## config.mk

```make
export PLATFORM = sky130hd
export DESIGN_NAME = fft_frame_ctrl
export DESIGN_NICKNAME = d
export VERILOG_FILES = /design/src/rtl/fft_pkg.sv /design/src/rtl/fft_beat_cnt.sv /design/src/rtl/fft_frame_ctrl.sv
export SDC_FILE = /design/constraint.sdc
export NUM_CORES = 1
export LEC_CHECK = 0
export CORE_ASPECT_RATIO = 0.6
export CORE_MARGIN = 1
export CORE_UTILIZATION = 35
export CTS_CLUSTER_DIAMETER = 120
export DETAILED_ROUTE_END_ITERATION = 8
export GPL_ROUTABILITY_DRIVEN = 1
export PLACE_DENSITY = 0.68
export SLEW_MARGIN = 25
export SYNTH_ARGS = -nofsm -noshare
export SYNTH_HDL_FRONTEND = slang
export SYNTH_SLANG_ARGS = --single-unit
```

## constraint.sdc

```tcl
create_clock -name clk -period 2.67 [get_ports clk]
set_input_delay 0.534 -clock clk [delete_from_list [all_inputs] [get_ports clk]]
set_output_delay 0.534 -clock clk [all_outputs]
set_load 0.01 [all_outputs]
```

## src/rtl/fft_pkg.sv

```systemverilog
// Shared definitions for the FFT sink frame sequencer: state encoding and default widths.
package fft_pkg;

    localparam int LEN_W = 16;
    localparam int GAP_W = 8;
    localparam int CNT_W = 8;

    typedef enum logic [1:0] {
        IDLE     = 2'd0,
        RUN      = 2'd1,
        WAIT_OUT = 2'd2,
        GAP      = 2'd3
    } state_t;

endpackage

```

## src/rtl/fft_beat_cnt.sv

```systemverilog
// Loadable sample index counter: clears, advances on enable, wraps to zero after the terminal index.
module fft_beat_cnt #(
    parameter int W = 16
) (
    input  logic         clk,
    input  logic         rst,
    input  logic         clr,
    input  logic         en,
    input  logic [W-1:0] last,
    output logic [W-1:0] idx,
    output logic         term
);

    assign term = (idx == last);

    always_ff @(posedge clk) begin
        if (rst || clr) begin
            idx <= '0;
        end else if (en) begin
            idx <= term ? '0 : idx + W'(1);
        end
    end

endmodule

```

## src/rtl/fft_frame_ctrl.sv

```systemverilog
// Avalon-ST sink frame sequencer for the burst FFT core: frames samples, honours backpressure,
// waits for each transform's output eop and spaces frames by a programmable idle gap.
module fft_frame_ctrl
    import fft_pkg::*;
#(
    parameter int LEN_W   = fft_pkg::LEN_W,
    parameter int GAP_W   = fft_pkg::GAP_W,
    parameter int CNT_W   = fft_pkg::CNT_W,
    parameter int MIN_LEN = 2
) (
    input  logic             clk,
    input  logic             rst,
    input  logic             start,
    input  logic             stop,
    input  logic             cont_mode,
    input  logic [LEN_W-1:0] cfg_len,
    input  logic [GAP_W-1:0] cfg_gap,
    input  logic [CNT_W-1:0] cfg_frames,
    input  logic             sink_ready,
    output logic             sink_valid,
    output logic             sink_sop,
    output logic             sink_eop,
    output logic             sample_rd,
    output logic [LEN_W-1:0] sample_idx,
    input  logic             source_valid,
    input  logic             source_eop,
    output logic             busy,
    output logic             frame_done,
    output logic             cfg_err
);

    state_t           state;
    logic [LEN_W-1:0] len_m1_q;
    logic [GAP_W-1:0] gap_q;
    logic [GAP_W-1:0] gap_cnt;
    logic [CNT_W-1:0] frames_q;
    logic             cont_q;
    logic             stop_pend;
    logic             idx_term;
    logic             stop_any;

    assign sink_valid = (state == RUN);
    assign sink_sop   = sink_valid && (sample_idx == '0);
    assign sink_eop   = sink_valid && idx_term;
    assign sample_rd  = sink_valid && sink_ready;
    assign busy       = (state != IDLE);
    assign stop_any   = stop || stop_pend;

    fft_beat_cnt #(.W(LEN_W)) u_beat_cnt (
        .clk  (clk),
        .rst  (rst),
        .clr  (state == IDLE),
        .en   (sample_rd),
        .last (len_m1_q),
        .idx  (sample_idx),
        .term (idx_term)
    );

    always_ff @(posedge clk) begin
        if (rst) begin
            state      <= IDLE;
            len_m1_q   <= '0;
            gap_q      <= '0;
            gap_cnt    <= '0;
            frames_q   <= '0;
            cont_q     <= 1'b0;
            stop_pend  <= 1'b0;
            frame_done <= 1'b0;
            cfg_err    <= 1'b0;
        end else begin
            frame_done <= 1'b0;
            cfg_err    <= 1'b0;
            case (state)
                IDLE: begin
                    stop_pend <= 1'b0;
                    if (start) begin
                        if (cfg_len < LEN_W'(MIN_LEN)) begin
                            cfg_err <= 1'b1;
                        end else begin
                            len_m1_q <= cfg_len - LEN_W'(1);
                            gap_q    <= cfg_gap;
                            frames_q <= (cfg_frames == '0) ? CNT_W'(1) : cfg_frames;
                            cont_q   <= cont_mode;
                            state    <= RUN;
                        end
                    end
                end
                RUN: begin
                    if (stop) stop_pend <= 1'b1;
                    if (sample_rd && idx_term) state <= WAIT_OUT;
                end
                WAIT_OUT: begin
                    if (source_valid && source_eop) begin
                        frame_done <= 1'b1;
                        frames_q   <= frames_q - CNT_W'(1);
                        // The frame counter is checked before its decrement lands, so 1 means last.
                        if (stop_any || (!cont_q && frames_q == CNT_W'(1))) begin
                            state     <= IDLE;
                            stop_pend <= 1'b0;
                        end else if (gap_q != '0) begin
                            gap_cnt <= gap_q;
                            state   <= GAP;
                        end else begin
                            state <= RUN;
                        end
                    end else if (stop) begin
                        stop_pend <= 1'b1;
                    end
                end
                GAP: begin
                    if (stop_any) begin
                        state     <= IDLE;
                        stop_pend <= 1'b0;
                    end else if (gap_cnt == GAP_W'(1)) begin
                        state <= RUN;
                    end else begin
                        gap_cnt <= gap_cnt - GAP_W'(1);
                    end
                end
                default: state <= IDLE;
            endcase
        end
    end

endmodule

```

==> flow_metrics.tcl, run 1 <==
set metrics [dict create \
    cellPowerDensity_mw_per_mm2 791.3 \
    vias 3618 \
    cap_violations 0 \
    hpwl_mm 8.227 \
    hold_violations 0 \
    ys_async_sr_fraction 0 \
    place_ws_ns 0.02410 \
    drt_iter0_drc 246 \
    grt_max_degree 23 \
    sw_frac_of_total 0.3476 \
    cts_inserted_buffers 9 \
    dp_cells 643 \
    arrival_ns 2.03 \
    gr-total-overflow 0 \
    fmax_mhz 389.4 \
    h-tree-depth 3 \
    ios 63 \
    tritoncts "yes" \
    antennaDiodeCount 0 \
    grt_pass1_wl_mm 17.38 \
    p_sw_mw 1.347 \
    critPathSlowestCell "clkdlybuf4s50_1" \
    fin_util 0.5179 \
    die_h_um 79.58 \
    p_comb_frac 0.365 \
    p_leak_nw 1.812 \
    seq_area_frac_synth 0.3535 \
    critical_path.max_fanout 5 \
    timing.hold.ws_ns 0.4594 \
    cp-end-kind "primary output" \
    clkLatencyLatePin_ns 0.33 \
    multi_input_area_mm2 0.002123 \
    grt_use_total 0.2103 \
    period_share 0.9618 \
    p_clk_frac 0.319 \
    ys_ff_latch 62 \
    crit_buf_inv 2 \
    required_ns 2.14 \
    finalSetupViolations 0 \
    synth_common_cells "dfxtp_1 (62), nand2_1 (47), nor2_1 (47)" \
    die_x_um 131.3 \
    criticalPathCategory "flop to primary output" \
    cts.sinks 62 \
    ctsHoldBuffers 0 \
    crit_path_start_kind "flop" \
    synth_top_area_frac 0.3535 \
    synth_cells 432 \
    drive_above_1_share 0.1536 \
    status "complete, no violations" \
    yosys-top-cells-area "dfxtp_1 (35%), xnor2_1 (7.7%), a21oi_1 (5.3%)" \
    crit_chain "inv_1, ha_1, nor4b_1, and4_1, clkdlybuf4s50_1" \
    gp_congestion 0.8652 \
    fin_cells 664 \
    die-area_mm2 0.01045 \
    rsz0062_at_grt "no" \
    seqCellArea_mm2 0.001246 \
    final-max-slew-violation-count 0 \
    synth_fp_nets 483 \
    core_mm2 0.009459 \
    tns_ns 0 \
    fin_nets 580 \
    seq_power_share 0.316 \
    hp-class "flop to flop" \
    yosysUniqueCellTypes 57 \
    grt_pass1_vias 3381 \
    synth_area_per_cell_um2 8.127 \
    tightest_slew_ns 0.6795 \
    ir_drop_mv 0.4257 \
    wl_mm 10.60 \
    drt-wirelength-per-cell_um 15.97 \
    drc 0 \
    postRouteAntennaNets 0 \
    skew_ns 0.008165 \
    synth_edf_count 0 \
    critical_path.top_delay_family "buffers and inverters" \
    synth.most_common_cell "dfxtp_1" \
    num_rows 27 \
    cts.path.max_buffers 2 \
    dr.pass1.iters 5 \
    area_growth_syn_to_layout_pct 39.52 \
    io_buffers 62 \
    root_buffer "clkbuf_16" \
    internal_power_mw 2.529 \
    max_stage_delay_ns 0.54 \
    initial_utilization 0.3712 \
    antenna_found_initial 0 \
    ys_warn_count 0 \
    fillCellCount 873 \
    fin_crit_ns 2.568 \
    ys.flop_type "dfxtp_1" \
    via_per_inst 5.449 \
    syn-cell-area_mm2 0.003511 \
    synth_top_cell_by_area "dfxtp_1" \
    slew_headroom 0.5429 \
    clk_pin_slew_ns 0.05 \
    setup_slack_ns 0.1020 \
]
## worst min-delay path: stages (launching register included)
cell and delay [ns]:
dfxtp_1 0.31, nand2_1 0.05, a21oi_1 0.05
## registers in the layout (all words and copies together) (netlist names), 2 cells and up
register / cells
u_beat_cnt.idx: 16
state: 2
gap_cnt: 8
len_m1_q: 16
gap_q: 8
frames_q: 8
## power by group through the flow
| stage | Sequential [mW] | Clock [mW] | Combinational [mW] |
|---|---|---|---|
| after detailed placement | 1.24 | 0 | 1.33 |
| after CTS | 1.22 | 1.25 | 1.34 |
| final | 1.22 | 1.24 | 1.42 |
| after global placement | 1.24 | 0 | 1.27 |
| after floorplan | 1.19 | 0 | 0.869 |
| after global routing | 1.24 | 1.29 | 1.54 |
## worst paths after layout
path,from,end,slack (ns),depth (start not counted)
setup / recovery,state[1]$_SDFFE_PP0P_,sink_sop,0.10,5
setup reg to reg,u_beat_cnt.idx[5]$_SDFFE_PP0P_,state[1]$_SDFFE_PP0P_,0.39,6
hold / removal,cont_q$_SDFFE_PP0P_,cont_q$_SDFFE_PP0P_,0.46,2
hold reg to reg,cont_q$_SDFFE_PP0P_,cont_q$_SDFFE_PP0P_,0.46,2
## layer usage
metal / track usage / share of wire / up-vias
met3: 0.05270 / 0.093 / 6
met2: 0.2989 / 0.40 / 172
li1: - / - / 1754
met5: 0 / 0 / -
met4: 0.03721 / 0.0032 / 0
met1: 0.3153 / 0.50 / 1686
## cell usage in the layout, fill, tap and decap left out, types with 2 or more instances in the layout
cell             count
clkbuf_16            9
nand4_1              8
nand2_1             47
clkinv_2             2
or2_2                2
and4_1               4
dfxtp_1             58
nor2_1              47
nor4_2               2
xnor2_1             31
o2111ai_1            2
nand3b_1             2
nand3_1              9
and3_1               9
o31ai_1              2
nor3_1              16
a21oi_1             37
o211a_1              2
o21ai_0              6
and2_1               2
inv_1               22
a211oi_1            15
xor2_1              11
a41oi_1              2
nor4_1               9
buf_4               46
dfxtp_2              4
or4_1                6
bufinv_16            2
nor4b_2              2
o32ai_1             11
clkdlybuf4s50_1     61
ha_1                11
nor3_2               2
a211o_1              2
## per-stage QoR
step | cell area, um2 | power [mW]
6_report | 4898 | 3.876
4_1_cts | 4851 | 3.814
2_1_floorplan | 3511 | 2.061
3_3_place_gp | 4517 | 2.506
3_5_place_dp | 4517 | 2.565
5_1_grt | 4898 | 4.075
## layout make-up
| class | count | share of cell area |
|---|---|---|
| tap | 130 | 0.03321 |
| inverter | 22 | 0.01686 |
| sequential | 62 | 0.2544 |
| timing repair buffer | 108 | 0.1977 |
| clock buffer | 10 | 0.04674 |
| multi-input combinational | 326 | 0.4335 |
| clock inverter | 6 | 0.01762 |
## timing repair
action                                  in CTS  in global routing
pin swaps                                    1                  4
setup buffers                                1                  4
resized for setup                            5                  3
endpoints found under the setup margin       1                  2
## cell families after synthesis
kind of cell	share of synthesized area
simple gates	0.2673
fa+ha+maj	0.03920
mux	0.002851
compound gates	0.1846
buf+inv	0.04775
xor+xnor	0.1048
flops	0.3535
Note: power is estimated with default switching activity, not from simulation.
==> run 2, diff against run 1 <==
--- a/config.mk
+++ b/config.mk
@@ -7,11 +7,11 @@
 export LEC_CHECK = 0
 export CORE_ASPECT_RATIO = 0.6
 export CORE_MARGIN = 1
-export CORE_UTILIZATION = 35
+export CORE_UTILIZATION = 52
 export CTS_CLUSTER_DIAMETER = 120
 export DETAILED_ROUTE_END_ITERATION = 8
 export GPL_ROUTABILITY_DRIVEN = 1
-export PLACE_DENSITY = 0.68
+export PLACE_DENSITY = 0.9
 export SLEW_MARGIN = 25
 export SYNTH_ARGS = -nofsm -noshare
 export SYNTH_HDL_FRONTEND = slang
==> flow_metrics.tcl, run 2 (synthesis results as in run 1) <==
set metrics [dict create \
    fin_crit_ns 2.589 \
    dp_cells 581 \
    clk_pin_slew_ns 0.07 \
    final_cell_mix "clkdlybuf4s50_1 (61), dfxtp_1 (53), nand2_1 (47), nor2_1 (47), a21oi_1 (37)" \
    timing.rr.start "frames_q[0]$_SDFFE_PP0P_" \
    clkLatencyLatePin_ns 0.34 \
    num_rows 22 \
    required_ns 2.14 \
    io_buffers 62 \
    area_growth_syn_to_layout_pct 30.08 \
    root_buffer "clkbuf_8" \
    hold_violations 0 \
    rsz0062_at_grt "no" \
    initial_utilization 0.5570 \
    holdPathEnd "cont_q$_SDFFE_PP0P_" \
    wl_mm 9.973 \
    fin_nets 560 \
    top_regs "len_m1_q: 16 flops, u_beat_cnt.idx: 16 flops" \
    setup_slack_ns 0.08119 \
    period_share 0.9696 \
    power.total_mw 3.324 \
    drt_iter0_drc 259 \
    final-max-slew-violation-count 0 \
    critical_path.max_fanout 5 \
    reg2reg_to "state[1]$_SDFFE_PP0P_" \
    whs_path_depth 2 \
    dr.pass1.iters 7 \
    cellPowerDensity_mw_per_mm2 727.8 \
    p_leak_nw 1.646 \
    tritoncts "yes" \
    ir_drop_mv 0.5150 \
    grt_use_total 0.3012 \
    postRouteAntennaNets 0 \
    gp_congestion 0.9643 \
    gr-total-overflow 0 \
    grt_pass1_vias 3366 \
    antenna_found_initial 0 \
    slew_headroom 0.4996 \
    cp-end-kind "primary output" \
    ios 63 \
    fmax_mhz 386.3 \
    worstHoldStart "cont_q$_SDFFE_PP0P_" \
    arrival_ns 2.05 \
    drc 0 \
    status "complete, no violations" \
    via_per_inst 6.082 \
    cts_inserted_buffers 9 \
    ctsHoldBuffers 0 \
    vias 3631 \
    reg2reg_slack_ns 0.44 \
    r2r_cells 6 \
    fin_util 0.7245 \
    die-area_mm2 0.007095 \
    skew_ns 0.008670 \
    cts.path.max_buffers 2 \
    tightest_slew_ns 0.7439 \
    startpoint "state[0]$_SDFFE_PP0P_" \
    tns_ns 0 \
    crit_path_start_kind "flop" \
    grt_max_degree 41 \
    finalSetupViolations 0 \
    die_h_um 65.65 \
    fillCellCount 495 \
    drt-wirelength-per-cell_um 16.71 \
    drive_above_1_share 0.1248 \
    criticalPathCategory "flop to primary output" \
    h-tree-depth 3 \
    hpwl_mm 7.526 \
    final_common_cell "clkdlybuf4s50_1" \
    antennaDiodeCount 0 \
    fin_cells 597 \
    hp-class "flop to flop" \
    grt_pass1_wl_mm 16.34 \
    core_mm2 0.006304 \
    place_ws_ns 0.04422 \
    die_x_um 108.1 \
    cap_violations 0 \
    cts.sinks 62 \
]
==> run 2: cell count changes in the layout (fill, tap and decap cells not counted), moves of 2 or more <==
cell	previous run	this run
buf_4	46	25
clkbuf_8	0	13
clkbuf_16	9	0
dfxtp_1	58	53
dfxtp_2	4	7
bufinv_16	2	0
clkinv_2	2	0
dfxtp_4	0	2
==> run 2: critical path, cell delays in order (launching register included) <==
cell             delay [ns]
dfxtp_1                0.41
inv_1                  0.14
ha_1                   0.30
inv_1                  0.27
clkdlybuf4s50_1        0.61
==> run 2: through the flow <==
stage	hold WS [ns]	instance area, um2
global placement	0.4505	4352
detailed placement	0.4555	4352
global route	0.4979	4567
CTS	0.4653	4567
finish	0.4657	4567
floorplan	0.4334	3511
==> run 2: how the worst max path moves through the flow <==
stage	end	slack [ns]	cells past startpoint
after floorplan	state[1]$_SDFFE_PP0P_	0.57	6
after global placement	state[1]$_SDFFE_PP0P_	0.13	8
after detailed placement	len_m1_q[11]$_SDFFE_PP0P_	0.04	6
after CTS	busy	0.09	4
after global routing	sink_sop	0.004	6
final	busy	0.08	4
==> run 2: repair_timing <==
item,in CTS,in global routing
resized for setup,13,0
setup endpoints to repair,1,0
setup buffers,1,0
==> run 2: routing by layer <==
metal | vias up | share of wire | global-route usage
met3 | 26 | 0.11 | 0.08036
li1 | 1714 | - | -
met1 | 1669 | 0.46 | 0.4299
met5 | - | 0 | 0
met2 | 222 | 0.41 | 0.4363
met4 | 0 | 0.020 | 0.09418
==> run 2: where the power goes <==
group	internal (mW)	switching [mW]	leakage, nW
Clock	0.435	0.337	0.0958
Combinational	0.587	0.745	1.04
Sequential	1.08	0.145	0.512
==> run 2: final cells by class <==
cell class                      count  area, um2  area share
Clock buffer                       15      186.4     0.04082
Inverter                           22      82.58     0.01808
Multi-Input combinational cell    326       2108      0.4616
Sequential cell                    62       1257      0.2753
Tap cell                           84      105.1     0.02301
Timing Repair Buffer               88      827.0      0.1811
==> run 3, diff against run 2 <==
--- a/config.mk
+++ b/config.mk
@@ -6,7 +6,6 @@
 export NUM_CORES = 1
 export LEC_CHECK = 0
 export CORE_ASPECT_RATIO = 0.6
-export CORE_MARGIN = 1
 export CORE_UTILIZATION = 52
 export CTS_CLUSTER_DIAMETER = 120
 export DETAILED_ROUTE_END_ITERATION = 8
==> results of run 3 <==
No change in the layout: final DEF, timing and power equal those of run 2.
